**src/rtl/injection_campaign_ctrl_pkg.sv**
```systemverilog
// Shared definitions for the fault-injection campaign controller:
// FSM encodings, fault-site codes, LFSR taps and the site-to-mask helper.
package injection_campaign_ctrl_pkg;

    typedef logic [2:0] state_t;

    localparam state_t ST_IDLE   = 3'd0;
    localparam state_t ST_LOAD   = 3'd1;
    localparam state_t ST_APPLY  = 3'd2;
    localparam state_t ST_SETTLE = 3'd3;
    localparam state_t ST_CHECK  = 3'd4;
    localparam state_t ST_DONE   = 3'd5;

    typedef enum logic [2:0] {
        SITE_A    = 3'd0,
        SITE_B    = 3'd1,
        SITE_C    = 3'd2,
        SITE_D    = 3'd3,
        SITE_E    = 3'd4,
        SITE_F    = 3'd5,
        SITE_NONE = 3'd7
    } site_e;

    // Fibonacci taps for x^8+x^6+x^5+x^4+1 (register bits 7,5,4,3)
    localparam logic [7:0] LFSR_TAPS = 8'hB8;

    // Codes 6 and 7 both select a golden (unfaulted) run
    function automatic logic [5:0] site_mask(input logic [2:0] site);
        logic [5:0] m;
        m = '0;
        if (site < 3'd6)
            m = 6'b00_0001 << site;
        return m;
    endfunction

endpackage

```
**src/rtl/injection_campaign_ctrl_if.sv**
```systemverilog
// Campaign control and DUT-observation signals of the injection controller.
interface injection_campaign_ctrl_if;

    logic       start;
    logic [7:0] num_vectors;
    logic [2:0] fault_site;
    logic [5:0] stim;
    logic       inj_en;
    logic [1:0] dut_y;
    logic [1:0] gold_y;
    logic       busy;
    logic       done;
    logic [7:0] err_cnt;
    logic [7:0] vec_idx;

    modport master (
        output start, num_vectors, fault_site, dut_y, gold_y,
        input  stim, inj_en, busy, done, err_cnt, vec_idx
    );

    modport slave (
        input  start, num_vectors, fault_site, dut_y, gold_y,
        output stim, inj_en, busy, done, err_cnt, vec_idx
    );

endinterface

```
**src/rtl/injection_campaign_ctrl_lfsr.sv**
```systemverilog
// 8-bit Fibonacci stimulus LFSR; advances only when step is high and
// reloads SEED solely on reset.
module inj_lfsr8
    import injection_campaign_ctrl_pkg::*;
#(
    parameter logic [7:0] SEED = 8'hA5
) (
    input  logic       clk,
    input  logic       rstn,
    input  logic       step,
    output logic [7:0] q
);

    logic [7:0] q_q;
    logic [7:0] q_d;

    always_comb begin
        q_d = q_q;
        if (step)
            q_d = {q_q[6:0], ^(q_q & LFSR_TAPS)};
    end

    always_ff @(posedge clk or negedge rstn) begin
        if (!rstn)
            q_q <= SEED;
        else
            q_q <= q_d;
    end

    assign q = q_q;

endmodule

```
**src/rtl/injection_campaign_ctrl.sv**
```systemverilog
// Fault-injection campaign sequencer: drives LFSR vectors (optionally with one
// flipped bit) to a DUT, waits to settle, and counts output mismatches.
module injection_campaign_ctrl
    import injection_campaign_ctrl_pkg::*;
#(
    parameter logic [7:0]  SEED       = 8'hA5,
    parameter int unsigned SETTLE_CYC = 2
) (
    input  logic                        clk,
    input  logic                        rstn,
    injection_campaign_ctrl_if.slave    ctl
);

    localparam logic [3:0] SETTLE_LOAD = 4'(SETTLE_CYC - 1);

    state_t     state_q, state_d;
    logic [7:0] nvec_q,  nvec_d;
    logic [2:0] site_q,  site_d;
    logic [7:0] err_q,   err_d;
    logic [7:0] idx_q,   idx_d;
    logic [3:0] cnt_q,   cnt_d;

    logic [7:0] lfsr;
    logic       lfsr_step;
    logic       active;
    logic [5:0] mask;

    inj_lfsr8 #(.SEED(SEED)) u_lfsr (
        .clk  (clk),
        .rstn (rstn),
        .step (lfsr_step),
        .q    (lfsr)
    );

    // LFSR moves once per vector, on the CHECK exit edge, so stim holds steady
    assign lfsr_step = (state_q == ST_CHECK);

    always_comb begin
        state_d = state_q;
        nvec_d  = nvec_q;
        site_d  = site_q;
        err_d   = err_q;
        idx_d   = idx_q;
        cnt_d   = cnt_q;
        case (state_q)
            ST_IDLE: begin
                if (ctl.start) begin
                    state_d = ST_LOAD;
                    nvec_d  = ctl.num_vectors;
                    site_d  = ctl.fault_site;
                    err_d   = '0;
                    idx_d   = '0;
                end
            end
            ST_LOAD: begin
                state_d = (nvec_q == 8'd0) ? ST_DONE : ST_APPLY;
            end
            ST_APPLY: begin
                cnt_d   = SETTLE_LOAD;
                state_d = ST_SETTLE;
            end
            ST_SETTLE: begin
                if (cnt_q == 4'd0)
                    state_d = ST_CHECK;
                else
                    cnt_d = cnt_q - 4'd1;
            end
            ST_CHECK: begin
                if ((ctl.dut_y != ctl.gold_y) && (err_q != 8'hFF))
                    err_d = err_q + 8'd1;
                if (idx_q == nvec_q - 8'd1) begin
                    state_d = ST_DONE;
                end else begin
                    idx_d   = idx_q + 8'd1;
                    state_d = ST_APPLY;
                end
            end
            ST_DONE: begin
                state_d = ST_IDLE;
            end
            default: begin
                state_d = ST_IDLE;
            end
        endcase
    end

    always_ff @(posedge clk or negedge rstn) begin
        if (!rstn) begin
            state_q <= ST_IDLE;
            nvec_q  <= '0;
            site_q  <= '0;
            err_q   <= '0;
            idx_q   <= '0;
            cnt_q   <= '0;
        end else begin
            state_q <= state_d;
            nvec_q  <= nvec_d;
            site_q  <= site_d;
            err_q   <= err_d;
            idx_q   <= idx_d;
            cnt_q   <= cnt_d;
        end
    end

    // Outputs decode directly from registers so reset clears them without a clock
    assign active      = (state_q == ST_APPLY) || (state_q == ST_SETTLE) ||
                         (state_q == ST_CHECK);
    assign mask        = site_mask(site_q);
    assign ctl.stim    = active ? (lfsr[5:0] ^ mask) : '0;
    assign ctl.inj_en  = active && (mask != '0);
    assign ctl.busy    = (state_q != ST_IDLE);
    assign ctl.done    = (state_q == ST_DONE);
    assign ctl.err_cnt = err_q;
    assign ctl.vec_idx = idx_q;

endmodule

```
**src/flat_wrapper.sv**
```systemverilog
// flat-port wrapper written by rule: the top's interface ports become plain ports
module injection_campaign_ctrl_flat import injection_campaign_ctrl_pkg::*;
#(
    parameter logic [7:0]  SEED       = 8'hA5,
    parameter int unsigned SETTLE_CYC = 2
)
  (clk, rstn, ctl_start, ctl_num_vectors, ctl_fault_site, ctl_dut_y, ctl_gold_y, ctl_stim, ctl_inj_en, ctl_busy, ctl_done, ctl_err_cnt, ctl_vec_idx);
  injection_campaign_ctrl_if ctl_i ();
  input  logic clk;
  input  logic rstn;
  input wire logic [$bits(ctl_i.start)-1:0] ctl_start;
  input wire logic [$bits(ctl_i.num_vectors)-1:0] ctl_num_vectors;
  input wire logic [$bits(ctl_i.fault_site)-1:0] ctl_fault_site;
  input wire logic [$bits(ctl_i.dut_y)-1:0] ctl_dut_y;
  input wire logic [$bits(ctl_i.gold_y)-1:0] ctl_gold_y;
  output wire logic [$bits(ctl_i.stim)-1:0] ctl_stim;
  output wire logic [$bits(ctl_i.inj_en)-1:0] ctl_inj_en;
  output wire logic [$bits(ctl_i.busy)-1:0] ctl_busy;
  output wire logic [$bits(ctl_i.done)-1:0] ctl_done;
  output wire logic [$bits(ctl_i.err_cnt)-1:0] ctl_err_cnt;
  output wire logic [$bits(ctl_i.vec_idx)-1:0] ctl_vec_idx;
  assign ctl_i.start = ctl_start;
  assign ctl_i.num_vectors = ctl_num_vectors;
  assign ctl_i.fault_site = ctl_fault_site;
  assign ctl_i.dut_y = ctl_dut_y;
  assign ctl_i.gold_y = ctl_gold_y;
  assign ctl_stim = ctl_i.stim;
  assign ctl_inj_en = ctl_i.inj_en;
  assign ctl_busy = ctl_i.busy;
  assign ctl_done = ctl_i.done;
  assign ctl_err_cnt = ctl_i.err_cnt;
  assign ctl_vec_idx = ctl_i.vec_idx;
  injection_campaign_ctrl #(.SEED(SEED), .SETTLE_CYC(SETTLE_CYC)) u_core (.clk(clk), .rstn(rstn), .ctl(ctl_i));
endmodule
```
**config.mk**
```make
export PLATFORM = sky130hd
export DESIGN_NAME = injection_campaign_ctrl_flat
export DESIGN_NICKNAME = d
export VERILOG_FILES = /design/src/rtl/injection_campaign_ctrl_pkg.sv /design/src/rtl/injection_campaign_ctrl_if.sv /design/src/rtl/injection_campaign_ctrl_lfsr.sv /design/src/rtl/injection_campaign_ctrl.sv /design/src/flat_wrapper.sv
export SDC_FILE = /design/constraint.sdc
export NUM_CORES = 1
export LEC_CHECK = 0
export BUFFER_PORTS_ARGS = -buffer_cell sky130_fd_sc_hd__buf_2
export CORE_MARGIN = 1.5
export CORE_UTILIZATION = 55
export CTS_CLUSTER_DIAMETER = 60
export DETAILED_ROUTE_END_ITERATION = 8
export GPL_ROUTABILITY_DRIVEN = 0
export PLACE_DENSITY_LB_ADDON = 0.12
export RECOVER_POWER = 25
export SETUP_SLACK_MARGIN = 0.2
export SKIP_CTS_REPAIR_TIMING = 1
export SLEW_MARGIN = 5
export SYNTH_ARGS = -nofsm -noshare
export SYNTH_HDL_FRONTEND = slang
export SYNTH_SLANG_ARGS = --single-unit
```
**constraint.sdc**
```tcl
create_clock -name clk -period 4.2 [get_ports clk]
set_input_delay 0.84 -clock clk [delete_from_list [all_inputs] [get_ports clk]]
set_output_delay 0.84 -clock clk [all_outputs]
set_load 0.01 [all_outputs]
```
==> results of run 1 <==
==> worst min path at each step <==
stage,depth (start not counted),startpoint,end,slack [ns]
5_1_grt,2,u_core.u_lfsr.q[0],u_core.u_lfsr.q[0],0.54
4_1_cts,1,u_core.u_lfsr.q[6],u_core.u_lfsr.q[6],0.51
3_5_place_dp,1,u_core.u_lfsr.q[6],u_core.u_lfsr.q[7],0.49
3_3_place_gp,1,u_core.u_lfsr.q[6],u_core.u_lfsr.q[6],0.49
6_report,1,u_core.u_lfsr.q[6],u_core.u_lfsr.q[6],0.51
2_1_floorplan,1,u_core.u_lfsr.q[6],u_core.u_lfsr.q[6],0.47
==> stage by stage <==
| step | util (%) | power, mW |
|---|---|---|
| after floorplan | - | 1.22 |
| after global placement | 64.8 | 1.41 |
| after detailed placement | 64.8 | 1.43 |
| after CTS | 67.4 | 1.74 |
| after global routing | 67.4 | 1.88 |
| final | 67.4 | 1.73 |
==> placed cells by master (no fill, tap or decap), types with 8 or more instances in the layout <==
master,count
sky130_fd_sc_hd__nand2_1,44
sky130_fd_sc_hd__xor2_1,14
sky130_fd_sc_hd__xnor2_1,13
sky130_fd_sc_hd__a21oi_1,12
sky130_fd_sc_hd__o21ai_0,8
sky130_fd_sc_hd__nor2_1,28
sky130_fd_sc_hd__dfrtp_1,38
sky130_fd_sc_hd__buf_2,41
sky130_fd_sc_hd__nand3_1,8
==> cell type report <==
type | count | share of cell area (%)
multi-input combinational | 205 | 46.5
inverter | 7 | 0.948
clock buffer | 7 | 2.75
sequential | 42 | 38.1
clock inverter | 1 | 1.08
timing repair buffer | 45 | 8.35
tap | 50 | 2.26
==> layer usage <==
metal	track usage, %	vias to the layer above
li1	-	1002
met1	30.5	952
met2	37.4	40
met3	5.38	2
met4	5.23	0
met5	0	-
==> flip-flops by register name, summed over array words and instances (netlist names) <==
signal,cells
u_core.site_q,3
u_core.nvec_q,8
u_core.u_lfsr.q,8
u_core.ctl.vec_idx,8
u_core.ctl.err_cnt,8
u_core.state_q,3
u_core.cnt_q,4
==> cells in the mapped netlist (all sizes together), types with 5 or more instances <==
library cell / count / share of area, %
ha: 6 / 3.1
a21oi: 12 / 2.5
mux2: 8 / 3.9
inv: 7 / 1.1
clkbuf: 9 / 1.4
nand3: 8 / 1.7
xor2: 14 / 5.1
dfrtp: 38 / 39
nand2: 44 / 6.8
nor2: 28 / 4.3
nand4: 7 / 1.8
xnor2: 13 / 4.7
o21ai: 9 / 1.9
or3: 5 / 1.3
==> power groups by stage <==
| stage | Combinational (mW) | Clock (mW) | Sequential (mW) |
|---|---|---|---|
| after floorplan | 0.565 | 0 | 0.651 |
| after global placement | 0.698 | 0 | 0.709 |
| after detailed placement | 0.714 | 0 | 0.712 |
| after CTS | 0.718 | 0.322 | 0.704 |
| after global routing | 0.811 | 0.337 | 0.734 |
| final | 0.709 | 0.313 | 0.706 |
==> critical path, stage by stage, from the launching register on <==
cell and delay [ns]:
sky130_fd_sc_hd__dfrtp_1 0.63, sky130_fd_sc_hd__nor3b_1 0.26, sky130_fd_sc_hd__buf_4 0.20, sky130_fd_sc_hd__nor2_1 0.37
sky130_fd_sc_hd__nor2_1 0.10, sky130_fd_sc_hd__buf_2 0.15
==> cells by family after synthesis <==
logic type | Yosys count | synth area share (%)
AO/OA/AOI/OAI | 39 | 11.0
XOR/XNOR | 27 | 9.76
adder cells (fa/ha/maj) | 6 | 3.10
buffers and inverters | 18 | 3.15
flip-flops | 42 | 43.6
multiplexers | 10 | 4.70
AND/OR/NAND/NOR | 123 | 24.7
==> qor.yml, run 1 <==
logic_synthesis:
  syn-instance-count: 265
  syn_avg_cell_area_um2: 9.14
  dominantRegCellSynth: "sky130_fd_sc_hd__dfrtp_1"
  async_flop_share_pct: 100
  synth-seq-area-share_pct: 43.6
  synthesis.area_mm2: 0.00242
  synth.ff_latch_count: 42
  synth_warnings: 0
  syn-num-nets: 289
  synth.lib_cells_used.distinct: 47
  synth_enable_flop_cells: 0
cells_and_area:
  seqCellArea_mm2: 0.00106
  fillerInstances: 360
  drive_gt1_share_pct: 21.5
  final_cell_count_no_fill: 357
  antenna_diode_count: 0
  area.growth.synth_to_final_pct: 14.5
  multi_input_area_mm2: 0.00129
  stdcell_area_mm2: 0.00277
  layout.nets: 330
timing:
  slew_at_the_pin_closest_to_its_max_slew_limit_ns: 2.20
  fin_setup_tns_ns: 0
  hold_viol: 0
  timing.final.setup_violations: 0
  finalMaxSlewViolations: 43
  worst_slack_ns: 1.36
  timing.hold.ws_ns: 0.507
  rsz0062_at_grt: "false"
  finalCritPeriodShare_pct: 67.5
  setup_skew_after_layout_ns: 0.00814
  layout_min_cycle_time_ns: 2.84
  max_freq_mhz: 353
  timing.slew.headroom_pct: -46.5
critical_path:
  worst_setup_path_end_kind: "primary output"
  worstReg2RegStart: "u_core.nvec_q[2]"
  critical_path_required_ns: 3.36
  start_kind: "flip-flop"
  timing.setup.critical_path_class: "reg -> out"
  critical_path.startpoint: "u_core.state_q[2]"
  worst_setup_path_endpoint: "ctl_stim[0]"
  worst_r2r_path_depth: 6
  path_max_fanout: 24
  r2r_slack_ns: 1.75
  critical_path_arrival_ns: 2.00
  worstReg2RegEnd: "u_core.ctl.vec_idx[0]"
power:
  pwr_density_cell_mw_per_mm2: 623
  seq_power_share_pct: 40.8
  internal_power_mw: 1.03
  vdd_ir_drop_max_mv: 0.403
  power.clock.fraction_pct: 18.1
  power_leakage_nw: 1.32
  switching_share_pct: 40.5
  power.combinational.fraction_pct: 41.0
  power.net_switching_mw: 0.699
clocking:
  h-tree-depth: 2
  clock_sinks: 42
  cts-buffers-inserted: 5
  tritoncts: "built"
  clock_path_buffers: 2
  root_buffer: "sky130_fd_sc_hd__clkbuf_8"
  worst_skew_pair.late_latency_ns: 0.29
  clock_pin_slew_reported_for_the_worst_setup_and_hold_paths_after_clock_tree_synthesis_ns: 0.08
route:
  routed_wl_um: 5000
  routedLengthMet1_um: 2330
  met3_wirelength_um: 217
  drt-vias-per-instance: 5.59
  drt.antenna.violating_nets: 0
  iteration_count_of_the_initial_detailed_routing_pass: 4
  detailroute.wirelength.met2_um: 2430
  dr.max_layer_used: "met4"
  routed_wire_length_per_instance_um: 14.0
  drc: 0
  num_vias: 1996
  drt_iter0_drcs: 92
placed_design:
  pre_cts_slack_ns: 1.66
  post_dp_cell_area_mm2: 0.00267
  placement.io_buffers: 42
  dpl.cell_count: 349
  dpl.hpwl_um: 3560
hold_path:
  worst_hold_path_type: "reg -> reg"
floorplan:
  die_h_um: 69.4
  fp.dieW_um: 69.4
  number_of_top_level_pins: 43
  row_count: 23
  initial_utilization_pct: 58.9
  floorplan.core_area_mm2: 0.00412
  die_footprint_mm2: 0.00481
outcome:
  failed_checks: "capacitance limit, slew limit"
  status: "finished, violations left"
global_routing:
  grt_remaining_overflow: 0
  first_global_vias: 1950
  grt_start_max_net_pins: 43
  global_route_wire_length_before_repair_um: 8850
  grt_antenna_before_repair: 0
  globalRouteTotalUtil_pct: 22.7
run:
  maxCapViolations: 1
Power figures use the tool's default switching activity.
==> run 2, diff against run 1 <==
--- a/config.mk
+++ b/config.mk
@@ -5,9 +5,10 @@
 export SDC_FILE = /design/constraint.sdc
 export NUM_CORES = 1
 export LEC_CHECK = 0
+export ABC_AREA = 1
 export BUFFER_PORTS_ARGS = -buffer_cell sky130_fd_sc_hd__buf_2
 export CORE_MARGIN = 1.5
-export CORE_UTILIZATION = 55
+export CORE_UTILIZATION = 51
 export CTS_CLUSTER_DIAMETER = 60
 export DETAILED_ROUTE_END_ITERATION = 8
 export GPL_ROUTABILITY_DRIVEN = 0
==> constraint.sdc (replaced) <==
create_clock -name clk -period 2.6 [get_ports clk]
set_input_delay 0.52 -clock clk [delete_from_list [all_inputs] [get_ports clk]]
set_output_delay 0.52 -clock clk [all_outputs]
set_load 0.01 [all_outputs]
==> run 2 against run 1 <==
  * The flow now finishes without violations
  * Non-clock buffer count did not move
  * Register-to-register slack worse by 1.1 ns
  * Clock skew about the same
  * Setup slack worse by 0.91 ns
  * Global-route usage decreased by 1.4 points
  * Sequential share of layout area shrank 2.4 points
  * Synthesized cell count is 24% higher
  * Clock power up 69%
  * Area after synthesis rose by 5.5%
  * Largest power group is now registers
==> qor.yml, run 2 <==
outcome:
  status: "finished clean"
route:
  iteration_count_of_the_initial_detailed_routing_pass: 4
  drt_iter0_drcs: 125
  drt-vias-per-instance: 5.05
  num_vias: 2226
  routed_wire_length_per_instance_um: 12.0
  drt.antenna.violating_nets: 0
  routed_wl_um: 5310
  drc: 0
power:
  power_leakage_nw: 1.52
  vdd_ir_drop_max_mv: 0.482
  pwr_density_cell_mw_per_mm2: 487
global_routing:
  grt_remaining_overflow: 0
  first_global_vias: 2028
  grt_start_max_net_pins: 41
  grt_antenna_before_repair: 0
  globalRouteTotalUtil_pct: 21.3
  global_route_wire_length_before_repair_um: 8910
floorplan:
  initial_utilization_pct: 53.4
  fp.dieW_um: 73.8
  die_h_um: 73.8
  number_of_top_level_pins: 43
  floorplan.core_area_mm2: 0.00479
  die_footprint_mm2: 0.00544
  row_count: 25
logic_synthesis:
  synth-seq-area-share_pct: 41.3
  synth_warnings: 0
  synth.largest_area_cell: "sky130_fd_sc_hd__dfrtp_1"
  synth_enable_flop_cells: 0
  cell_with_the_most_instances_after_synthesis: "sky130_fd_sc_hd__nand2_1"
  syn-instance-count: 328
  synth_top_area_share_pct: 37.2
  dominantRegCellSynth: "sky130_fd_sc_hd__dfrtp_1"
  syn-num-nets: 352
  synth.ff_latch_count: 42
  synth_top_cells_by_area: "sky130_fd_sc_hd__dfrtp_1, sky130_fd_sc_hd__nand2_1, sky130_fd_sc_hd__inv_1"
  synthesis.area_mm2: 0.00255
  async_flop_share_pct: 100
  synth.top_cells.by_count: "sky130_fd_sc_hd__nand2_1, sky130_fd_sc_hd__dfrtp_1, sky130_fd_sc_hd__inv_1"
  synth.lib_cells_used.distinct: 38
  syn_avg_cell_area_um2: 7.79
cells_and_area:
  share_of_the_core_filled_with_cells_pct: 61.8
  leading_cell_type_in_the_layout_fill_and_taps_excluded: "sky130_fd_sc_hd__nand2_1"
  drive_gt1_share_pct: 23.0
  antenna_diode_count: 0
  layout.cells.most_common_list: "sky130_fd_sc_hd__nand2_1, sky130_fd_sc_hd__buf_2, sky130_fd_sc_hd__dfrtp_1"
  area.growth.synth_to_final_pct: 15.8
  layout.nets: 398
clocking:
  clock_sinks: 42
  root_buffer: "sky130_fd_sc_hd__clkbuf_8"
  tritoncts: "built"
  h-tree-depth: 2
  cts-buffers-inserted: 5
  clock_pin_slew_reported_for_the_worst_setup_and_hold_paths_after_clock_tree_synthesis_ns: 0.08
  clock_path_buffers: 2
  worst_skew_pair.late_latency_ns: 0.29
critical_path:
  timing.setup.critical_path_class: "reg -> out"
  path_max_fanout: 7
  critical_path.startpoint: "u_core.state_q[1]"
  worstReg2RegStart: "u_core.nvec_q[0]"
  start_kind: "flip-flop"
  worst_setup_path_end_kind: "primary output"
  critical_path_required_ns: 2.08
  critical_path_arrival_ns: 1.62
timing:
  slew_at_the_pin_closest_to_its_max_slew_limit_ns: 0.917
  timing.final.setup_violations: 0
  finalCritPeriodShare_pct: 82.5
  timing.slew.headroom_pct: 38.8
  hold_viol: 0
  max_freq_mhz: 466
  setup_skew_after_layout_ns: 0.00789
  layout_min_cycle_time_ns: 2.14
  finalMaxSlewViolations: 0
  rsz0062_at_grt: "false"
  fin_setup_tns_ns: 0
run:
  maxCapViolations: 0
hold_path:
  worst_hold_path_type: "in -> async"
placed_design:
  dpl.hpwl_um: 3900
  placement.io_buffers: 42
## run 2: routing by layer
layer / wire, um / share of wire, % / track usage [%]
met2: 2520 / 47 / 35.4
met4: 55 / 1.0 / 5.76
met1: 2570 / 48 / 28.1
met3: 173 / 3.3 / 4.53
met5: 0 / 0 / 0
## run 2: power breakdown
part	internal (mW)	leakage [nW]	total, mW	switching, mW
combinational	0.0723	0.959	0.168	0.0959
clock	0.307	0.0573	0.530	0.223
sequential	0.690	0.501	0.741	0.0510
## run 2: area by class of cell
| class | instances | area, um2 |
|---|---|---|
| clock buffer | 6 | 82.6 |
| clock inverter | 1 | 30.0 |
| fill | 475 | 1830 |
| inverter | 39 | 146 |
| multi-input combinational | 241 | 1330 |
| sequential | 42 | 1060 |
| tap | 67 | 83.8 |
| timing repair buffer | 45 | 233 |
## run 2: cells by family after synthesis
kind of cell | share of synthesized area (%)
AOI/OAI and AO/OA | 10.0
xor gates and xnor gates | 5.14
adders and majority gates | 2.94
buffers and inverters | 6.91
DFF | 41.3
muxes | 3.09
and+or+nand+nor | 30.6
## run 2: stage by stage
step / instances / worst slack [ns] / instance area (um2) / hold WS [ns] / power (mW)
4_1_cts: 441 / 0.291 / 2950 / 0.380 / 1.46
2_1_floorplan: 328 / 0.822 / 2550 / 0.224 / 0.838
6_report: 441 / 0.455 / 2960 / 0.358 / 1.44
3_5_place_dp: 434 / 0.627 / 2840 / 0.467 / 0.924
3_3_place_gp: 434 / 0.601 / 2840 / 0.461 / 0.920
5_1_grt: 441 / 0.316 / 2960 / 0.437 / 1.51
## run 2: final timing paths
check / to / slack [ns] / depth (start not counted)
min in group clk: u_core.nvec_q[4] / 0.46 / 2
max in group asynchronous: u_core.u_lfsr.q[7] / 1.55 / 2
hold / removal: u_core.nvec_q[2] / 0.36 / 1
setup reg to reg: u_core.ctl.vec_idx[6] / 0.62 / 13
hold reg to reg: u_core.u_lfsr.q[7] / 0.48 / 2
setup / recovery: ctl_stim[1] / 0.46 / 7
## run 2: critical path, cell delays in order, from the launching register on
cell and delay, ns:
sky130_fd_sc_hd__dfrtp_1 0.43, sky130_fd_sc_hd__nor2_1 0.07, sky130_fd_sc_hd__inv_1 0.17, sky130_fd_sc_hd__nor2_8 0.04, sky130_fd_sc_hd__a21oi_2 0.26, sky130_fd_sc_hd__o21bai_1 0.16
sky130_fd_sc_hd__a21oi_1 0.06, sky130_fd_sc_hd__buf_2 0.14
